<file path="src/rtl/systolic_pkg.sv">
// Shared definitions for the systolic array job feeder: array geometry,
// feed length, sequencer states and the row-major element index helper.
package systolic_pkg;

    localparam int DEF_DATA_SIZE = 32;
    localparam int ARR_N         = 3;
    localparam int FEED_CYCLES   = 2 * ARR_N - 1;
    localparam int ELEMS         = ARR_N * ARR_N;

    typedef enum logic [2:0] {
        IDLE,
        CLEAR,
        FEED,
        DRAIN,
        HOLD
    } state_t;

    // Word index of element [r][c] in a packed row-major matrix.
    function automatic int elem_idx(input int r, input int c);
        return r * ARR_N + c;
    endfunction

endpackage

</file>
<file path="src/rtl/systolic_skew_sel.sv">
// Picks one word of a skewed stream: lane LANE is delayed by LANE cycles,
// so element k of the row/column is presented when t == k + LANE.
module systolic_skew_sel
    import systolic_pkg::*;
#(
    parameter int DATA_SIZE = DEF_DATA_SIZE,
    parameter int CNT_W     = 3,
    parameter int LANE      = 0
) (
    input  logic [ARR_N*DATA_SIZE-1:0] vec,
    input  logic [CNT_W-1:0]           t,
    output logic [DATA_SIZE-1:0]       word
);

    // Zero outside the lane's three-cycle window, otherwise the matching element.
    always_comb begin
        word = '0;
        for (int k = 0; k < ARR_N; k++) begin
            if (t == CNT_W'(k + LANE)) begin
                word = vec[k*DATA_SIZE +: DATA_SIZE];
            end
        end
    end

endmodule

</file>
<file path="src/rtl/systolic_feeder.sv">
// Job sequencer for the 3x3 systolic array: accepts A/B matrices, clears the
// array, feeds diagonally skewed row/column streams, waits for the array to
// drain and holds the captured C matrix until the consumer takes it.
// Optional: define SYSTOLIC_FEEDER_PERF_EN for job_count / busy_cycles.
module systolic_feeder
    import systolic_pkg::*;
#(
    parameter int DATA_SIZE    = DEF_DATA_SIZE,
    parameter int DRAIN_CYCLES = 5
) (
    input  logic                         clk,
    input  logic                         rst,
    input  logic                         in_valid,
    output logic                         in_ready,
    input  logic [ELEMS*DATA_SIZE-1:0]   mat_a,
    input  logic [ELEMS*DATA_SIZE-1:0]   mat_b,
    output logic                         arr_rst,
    output logic [DATA_SIZE-1:0]         a1,
    output logic [DATA_SIZE-1:0]         a2,
    output logic [DATA_SIZE-1:0]         a3,
    output logic [DATA_SIZE-1:0]         b1,
    output logic [DATA_SIZE-1:0]         b2,
    output logic [DATA_SIZE-1:0]         b3,
    input  logic [DATA_SIZE-1:0]         c1,
    input  logic [DATA_SIZE-1:0]         c2,
    input  logic [DATA_SIZE-1:0]         c3,
    input  logic [DATA_SIZE-1:0]         c4,
    input  logic [DATA_SIZE-1:0]         c5,
    input  logic [DATA_SIZE-1:0]         c6,
    input  logic [DATA_SIZE-1:0]         c7,
    input  logic [DATA_SIZE-1:0]         c8,
    input  logic [DATA_SIZE-1:0]         c9,
    output logic                         res_valid,
    input  logic                         res_ready,
`ifdef SYSTOLIC_FEEDER_PERF_EN
    output logic [15:0]                  job_count,
    output logic [31:0]                  busy_cycles,
`endif
    output logic [ELEMS*DATA_SIZE-1:0]   res
);

    localparam int CNT_MAX = (DRAIN_CYCLES > FEED_CYCLES) ? DRAIN_CYCLES : FEED_CYCLES;
    localparam int CNT_W   = $clog2(CNT_MAX + 1);

    state_t                       state_q, state_n;
    logic [CNT_W-1:0]             cnt_q, cnt_n;
    logic                         accept, capture, done;
    logic [ELEMS*DATA_SIZE-1:0]   mat_a_q, mat_b_q, res_q;
    logic                         arr_rst_q, res_valid_q;
    logic [ARR_N*DATA_SIZE-1:0]   rows [ARR_N];
    logic [ARR_N*DATA_SIZE-1:0]   cols [ARR_N];
    logic [DATA_SIZE-1:0]         sel_a [ARR_N];
    logic [DATA_SIZE-1:0]         sel_b [ARR_N];
    logic [DATA_SIZE-1:0]         a_p0 [ARR_N];
    logic [DATA_SIZE-1:0]         b_p0 [ARR_N];

    // Next state / counter; the counter is the feed time t in FEED and the drain count in DRAIN.
    always_comb begin
        state_n = state_q;
        cnt_n   = cnt_q;
        accept  = 1'b0;
        capture = 1'b0;
        done    = 1'b0;
        unique case (state_q)
            IDLE: begin
                if (in_valid) begin
                    state_n = CLEAR;
                    cnt_n   = '0;
                    accept  = 1'b1;
                end
            end
            CLEAR: begin
                state_n = FEED;
                cnt_n   = '0;
            end
            FEED: begin
                if (cnt_q == CNT_W'(FEED_CYCLES - 1)) begin
                    state_n = DRAIN;
                    cnt_n   = '0;
                end else begin
                    cnt_n = cnt_q + CNT_W'(1);
                end
            end
            DRAIN: begin
                if (cnt_q == CNT_W'(DRAIN_CYCLES - 1)) begin
                    state_n = HOLD;
                    cnt_n   = '0;
                    capture = 1'b1;
                end else begin
                    cnt_n = cnt_q + CNT_W'(1);
                end
            end
            HOLD: begin
                if (res_valid_q && res_ready) begin
                    state_n = IDLE;
                    done    = 1'b1;
                end
            end
            default: state_n = IDLE;
        endcase
    end

    // Split latched matrices into A rows and B columns for the lane selectors.
    always_comb begin
        for (int i = 0; i < ARR_N; i++) begin
            rows[i] = '0;
            cols[i] = '0;
        end
        for (int r = 0; r < ARR_N; r++) begin
            for (int c = 0; c < ARR_N; c++) begin
                rows[r][c*DATA_SIZE +: DATA_SIZE] = mat_a_q[elem_idx(r, c)*DATA_SIZE +: DATA_SIZE];
                cols[c][r*DATA_SIZE +: DATA_SIZE] = mat_b_q[elem_idx(r, c)*DATA_SIZE +: DATA_SIZE];
            end
        end
    end

    // Selectors look at the upcoming t so the stream registers hold the word for that FEED cycle.
    for (genvar g = 0; g < ARR_N; g++) begin : g_lane
        systolic_skew_sel #(.DATA_SIZE(DATA_SIZE), .CNT_W(CNT_W), .LANE(g)) u_sel_a (
            .vec  (rows[g]),
            .t    (cnt_n),
            .word (sel_a[g])
        );
        systolic_skew_sel #(.DATA_SIZE(DATA_SIZE), .CNT_W(CNT_W), .LANE(g)) u_sel_b (
            .vec  (cols[g]),
            .t    (cnt_n),
            .word (sel_b[g])
        );
    end

    // Control registers: state, counter, array clear pulse and result-valid flag.
    always_ff @(posedge clk or negedge rst) begin
        if (!rst) begin
            state_q     <= IDLE;
            cnt_q       <= '0;
            arr_rst_q   <= 1'b1;
            res_valid_q <= 1'b0;
        end else begin
            state_q   <= state_n;
            cnt_q     <= cnt_n;
            arr_rst_q <= (state_n == CLEAR);
            if (capture) begin
                res_valid_q <= 1'b1;
            end else if (done) begin
                res_valid_q <= 1'b0;
            end
        end
    end

    // Stage p0: latched job, registered feed streams and captured result.
    always_ff @(posedge clk or negedge rst) begin
        if (!rst) begin
            mat_a_q <= '0;
            mat_b_q <= '0;
            res_q   <= '0;
            for (int i = 0; i < ARR_N; i++) begin
                a_p0[i] <= '0;
                b_p0[i] <= '0;
            end
        end else begin
            if (accept) begin
                mat_a_q <= mat_a;
                mat_b_q <= mat_b;
            end
            if (capture) begin
                res_q <= {c9, c8, c7, c6, c5, c4, c3, c2, c1};
            end
            for (int i = 0; i < ARR_N; i++) begin
                a_p0[i] <= (state_n == FEED) ? sel_a[i] : '0;
                b_p0[i] <= (state_n == FEED) ? sel_b[i] : '0;
            end
        end
    end

`ifdef SYSTOLIC_FEEDER_PERF_EN
    logic [15:0] job_cnt_q;
    logic [31:0] busy_q;

    // Completed-job counter (wrapping) and saturating non-idle cycle counter.
    always_ff @(posedge clk or negedge rst) begin
        if (!rst) begin
            job_cnt_q <= '0;
            busy_q    <= '0;
        end else begin
            if (done) begin
                job_cnt_q <= job_cnt_q + 16'd1;
            end
            if (state_q != IDLE && busy_q != 32'hFFFF_FFFF) begin
                busy_q <= busy_q + 32'd1;
            end
        end
    end

    assign job_count   = job_cnt_q;
    assign busy_cycles = busy_q;
`endif

    assign in_ready  = (state_q == IDLE);
    assign arr_rst   = arr_rst_q;
    assign res_valid = res_valid_q;
    assign res       = res_q;
    assign a1        = a_p0[0];
    assign a2        = a_p0[1];
    assign a3        = a_p0[2];
    assign b1        = b_p0[0];
    assign b2        = b_p0[1];
    assign b3        = b_p0[2];

endmodule

</file>
<file path="config.mk">
export PLATFORM = sky130hd
export DESIGN_NAME = systolic_feeder
export DESIGN_NICKNAME = d
export VERILOG_FILES = /design/src/rtl/systolic_pkg.sv /design/src/rtl/systolic_skew_sel.sv /design/src/rtl/systolic_feeder.sv
export SDC_FILE = /design/constraint.sdc
export NUM_CORES = 2
export LEC_CHECK = 0
export ABC_AREA = 1
export BUFFER_PORTS_ARGS = -buffer_cell sky130_fd_sc_hd__buf_4
export CELL_PAD_IN_SITES_DETAIL_PLACEMENT = 1
export CELL_PAD_IN_SITES_GLOBAL_PLACEMENT = 1
export CORE_AREA = 8 8 527 529
export DETAILED_ROUTE_END_ITERATION = 10
export DIE_AREA = 0 0 535 537
export PLACE_DENSITY = 0.53
export SYNTH_ARGS = -nofsm -noshare
export SYNTH_HDL_FRONTEND = slang
export SYNTH_SLANG_ARGS = --single-unit
</file>
<file path="constraint.sdc">
create_clock -name clk -period 2.2 [get_ports clk]
set_input_delay 0.22 -clock clk [delete_from_list [all_inputs] [get_ports clk]]
set_output_delay 0.22 -clock clk [all_outputs]
set_load 0.05 [all_outputs]
</file>
==> key figures <==
Worst setup path
  – Crit path launch type: flop
  – CP Class: flop to flop
  – Arrival time worst endpoint: 2830 ps
  – Worst r2r path cells: 14
  – Max FO, Critical Path: 8
  – Crit path cell chain: inv_2 -> ha_4 -> nand2_4 -> buf_6 -> nand2_4 -> nand2_4 -> nand2_8 -> buf_12 -> nor2_4 -> buf_12 -> buf_16 -> nand2_2 -> nand2_1 -> nor2_1
  – CP endpoint kind: flop
  – Slowest CP cell: dfrtp_1
  – WP data required: 2850 ps
  – Critical R2R Capture: b2[24]$_DFF_PN0_
  – Max incr delay on CP: 410 ps
  – R2R setup slack: 20 ps
  – Most frequent CP cell: nand2_4
  – RR Startpoint: cnt_q[1]$_DFF_PN0_

GRT
  – Initial antenna violation count: 90
  – Global route overflow: 0
  – Largest net degree at the start of global routing: 114
  – Global-route wire length before repair: 383,000 µm
  – Vias in the first global route: 49,100
  – Total track usage: 0.184

Floorplan
  – Area of the core: 269,000 µm²
  – Die H: 537 µm
  – Number of I/O pins: 1,351
  – Rows: 191
  – Die footprint: 287,000 µm²
  – Initial Util: 0.165
  – Die Wd: 535 µm

Logic synthesis
  – Yosys top cell by area: dfrtp_1
  – Post-Syn Instances: 4,863
  – Top-area cell type share of the netlist area: 0.599
  – Syn nets: 5,733
  – Yosys cell types: 18
  – Yosys reg bits: 1,064
  – Syn_area_per_cell: 9.13 µm²
  – Synth area leaders: dfrtp_1, nand2_1, mux2_2
  – Synth Warn #: 0
  – Syn Std Cell Area: 44,400 µm²
  – Sequential fraction of the synthesis area: 0.599

Timing
  – Worst slew pin tran: 763 ps
  – Min Tclk post-route: 2180 ps
  – Final period utilization: 0.990
  – Final setup fails: 0
  – Clock Skew: 73.7 ps
  – Final count of hold timing violations: 0
  – Max-slew headroom: 0.491
  – Unrepaired setup endpoints after global routing: yes
  – Peak Freq: 459 MHz
  – Max-slew violations: 0

Run status
  – Outcome: finished, final reports clean

Layout
  – Ratio of cells with drive above 1 in the final layout: 0.313
  – Final nets: 8,085
  – Fill count: 31,000
  – FF+latch area: 26,600 µm²
  – Final Util: 0.284
  – Area grow syn2layout: 71.9%
  – Multi-input logic area: 15,400 µm²

Power and ir drop
  – Maximum vdd drop: 1000 µV
  – P_leak: 38.5 nW
  – Power Density: 1700 nW/µm²
  – Power Total: 130 mW

Routing
  – Met3 wire len: 24,700 µm
  – Max Used Layer: met5
  – Drt total wl: 283,000 µm
  – Drt first-iter violations: 2,501
  – Mean number of vias per cell: 4.08
  – DRC violations left: 0
  – Wire per inst: 25.8 µm
  – DR WL met2: 130,000 µm
  – Remaining antenna violation count: 0
  – Wl on met1: 116,000 µm
  – Via count: 44,600
  – Pre-antenna DRT Iters: 7

CTS
  – # H-tree levels: 4
  – CTS Buffer Depth: 4
  – CTS root buf: clkbuf_16
  – TritonCTS sink count: 1,064
  – Worst-path clk slew: 60 ps
  – Worst-Skew Late Latency: 840 ps
  – CTS tree: built
  – Inserted Clock Buffers: 146

Worst hold path
  – Worst hold path class: input port to flop
  – HP Start: mat_b[35]
  – Hold Path End: mat_b_q[35]$_DFFE_PN0P_
  – Hold path depth: 4

Placement
  – Placer Congestion: 0.932
  – DP HPWL: 207,000 µm
  – IO buf count: 1,350

Flow run
  – Max-cap violation count: 0
registers in the layout, summed over array words and instances (netlist names), 3 cells and up:
signal,count
a1,32
a2,32
a3,32
b1,32
b2,32
b3,32
cnt_q,3
mat_a_q,288
mat_b_q,288
res,288
state_q,3
per-layer routing:
metal  GRT usage  vias to the layer above
li1            -                    20100
met1       0.221                    22600
met2       0.300                     1493
met3      0.0705                      436
met4      0.0679                       56
met5           0                        -
cell type report:
| class | count | share of cell area |
|---|---|---|
| Antenna cell | 64 | 0.00210 |
| Timing Repair Buffer | 2517 | 0.304 |
| Tap cell | 3570 | 0.0585 |
| Clock inverter | 39 | 0.00721 |
| Clock buffer | 209 | 0.0553 |
| Multi-Input combinational cell | 3028 | 0.201 |
| Inverter | 458 | 0.0229 |
| Sequential cell | 1064 | 0.349 |
cell usage in the layout, fill, tap and decap left out, types with 77 or more instances in the layout:
| cell | Yosys | layout |
|---|---|---|
| dlygate4sd3_1 | 0 | 868 |
| dfrtp_1 | 1063 | 1062 |
| buf_12 | 0 | 77 |
| inv_1 | 454 | 449 |
| buf_4 | 0 | 1490 |
| nand2_1 | 1942 | 1874 |
| clkbuf_16 | 0 | 174 |
| o21ai_0 | 192 | 192 |
| mux2_2 | 288 | 288 |
| nand4_1 | 192 | 192 |
| nand3_1 | 330 | 292 |
report_power, final:
part / total, mW / internal (mW) / switching [mW] / leakage, nW
Combinational: 72.5 / 25.0 / 47.6 / 22.9
Sequential: 33.4 / 28.4 / 5.06 / 13.2
Clock: 24.2 / 14.7 / 9.50 / 2.35
Total: 130 / 68.0 / 62.1 / 38.5
through the flow:
stage	setup WS [ps]	TNS, ps	hold slack (ps)	cells	cell area, µm²
floorplan	201	0	-75.6	4863	44400
global placement	-223	-44430	230	9684	60400
detailed placement	-337	-80740	226	9684	60400
CTS	-20.5	-83.7	80.8	10800	74700
global route	-90.3	-4300	99.1	10900	76300
finish	22.3	0	147	10900	76400
cell usage after synthesis:
library cell  instances
nand4_1             192
mux2_2              288
dfstp_2               1
nand2_1            1942
ha_1                  2
inv_1               454
nor3_2                1
dfrtp_1            1063
buf_1                28
buf_2               148
nand2_2               4
nor2_1               70
nand3_1             330
clkbuf_1            139
o21ai_0             192
nand3_2               1
nor2_2                4
inv_2                 4
timing repair:
action,CTS,global route
buffers inserted,16,28
hold buffers,868,0
cloned,13,30
endpoints found under the setup margin,473,270
gates resized for setup,62,156
pin swaps,9,35
endpoints found under the hold margin,1575,0
cells by family after synthesis:
group	count (synthesis)	share of synthesized area
flops	1064	0.599
buf+inv	773	0.0695
compound gates	192	0.0216
simple gates	2544	0.236
fa+ha+maj	2	0.000563
mux	288	0.0730
worst max-delay path by stage:
stage,start,end,slack [ps],cells past startpoint
final,cnt_q[1]$_DFF_PN0_,b2[24]$_DFF_PN0_,20,14
after global routing,cnt_q[1]$_DFF_PN0_,b3[30]$_DFF_PN0_,-90,12
after CTS,cnt_q[0]$_DFF_PN0_,b2[8]$_DFF_PN0_,-20,13
after detailed placement,cnt_q[0]$_DFF_PN0_,res[6]$_DFFE_PN0P_,-340,8
after global placement,cnt_q[0]$_DFF_PN0_,res[2]$_DFFE_PN0P_,-220,8
after floorplan,state_q[1]$_DFF_PN0_,mat_a_q[128]$_DFFE_PN0P_,200,8
worst max-delay path: cells and delay by family (launching register included):
kind	cells	cell delay, ps
flip-flops	1	410
buffers and inverters	5	770
adder cells (fa/ha/maj)	1	180
AND/OR/NAND/NOR	8	650
Power figures use the tool's default switching activity.
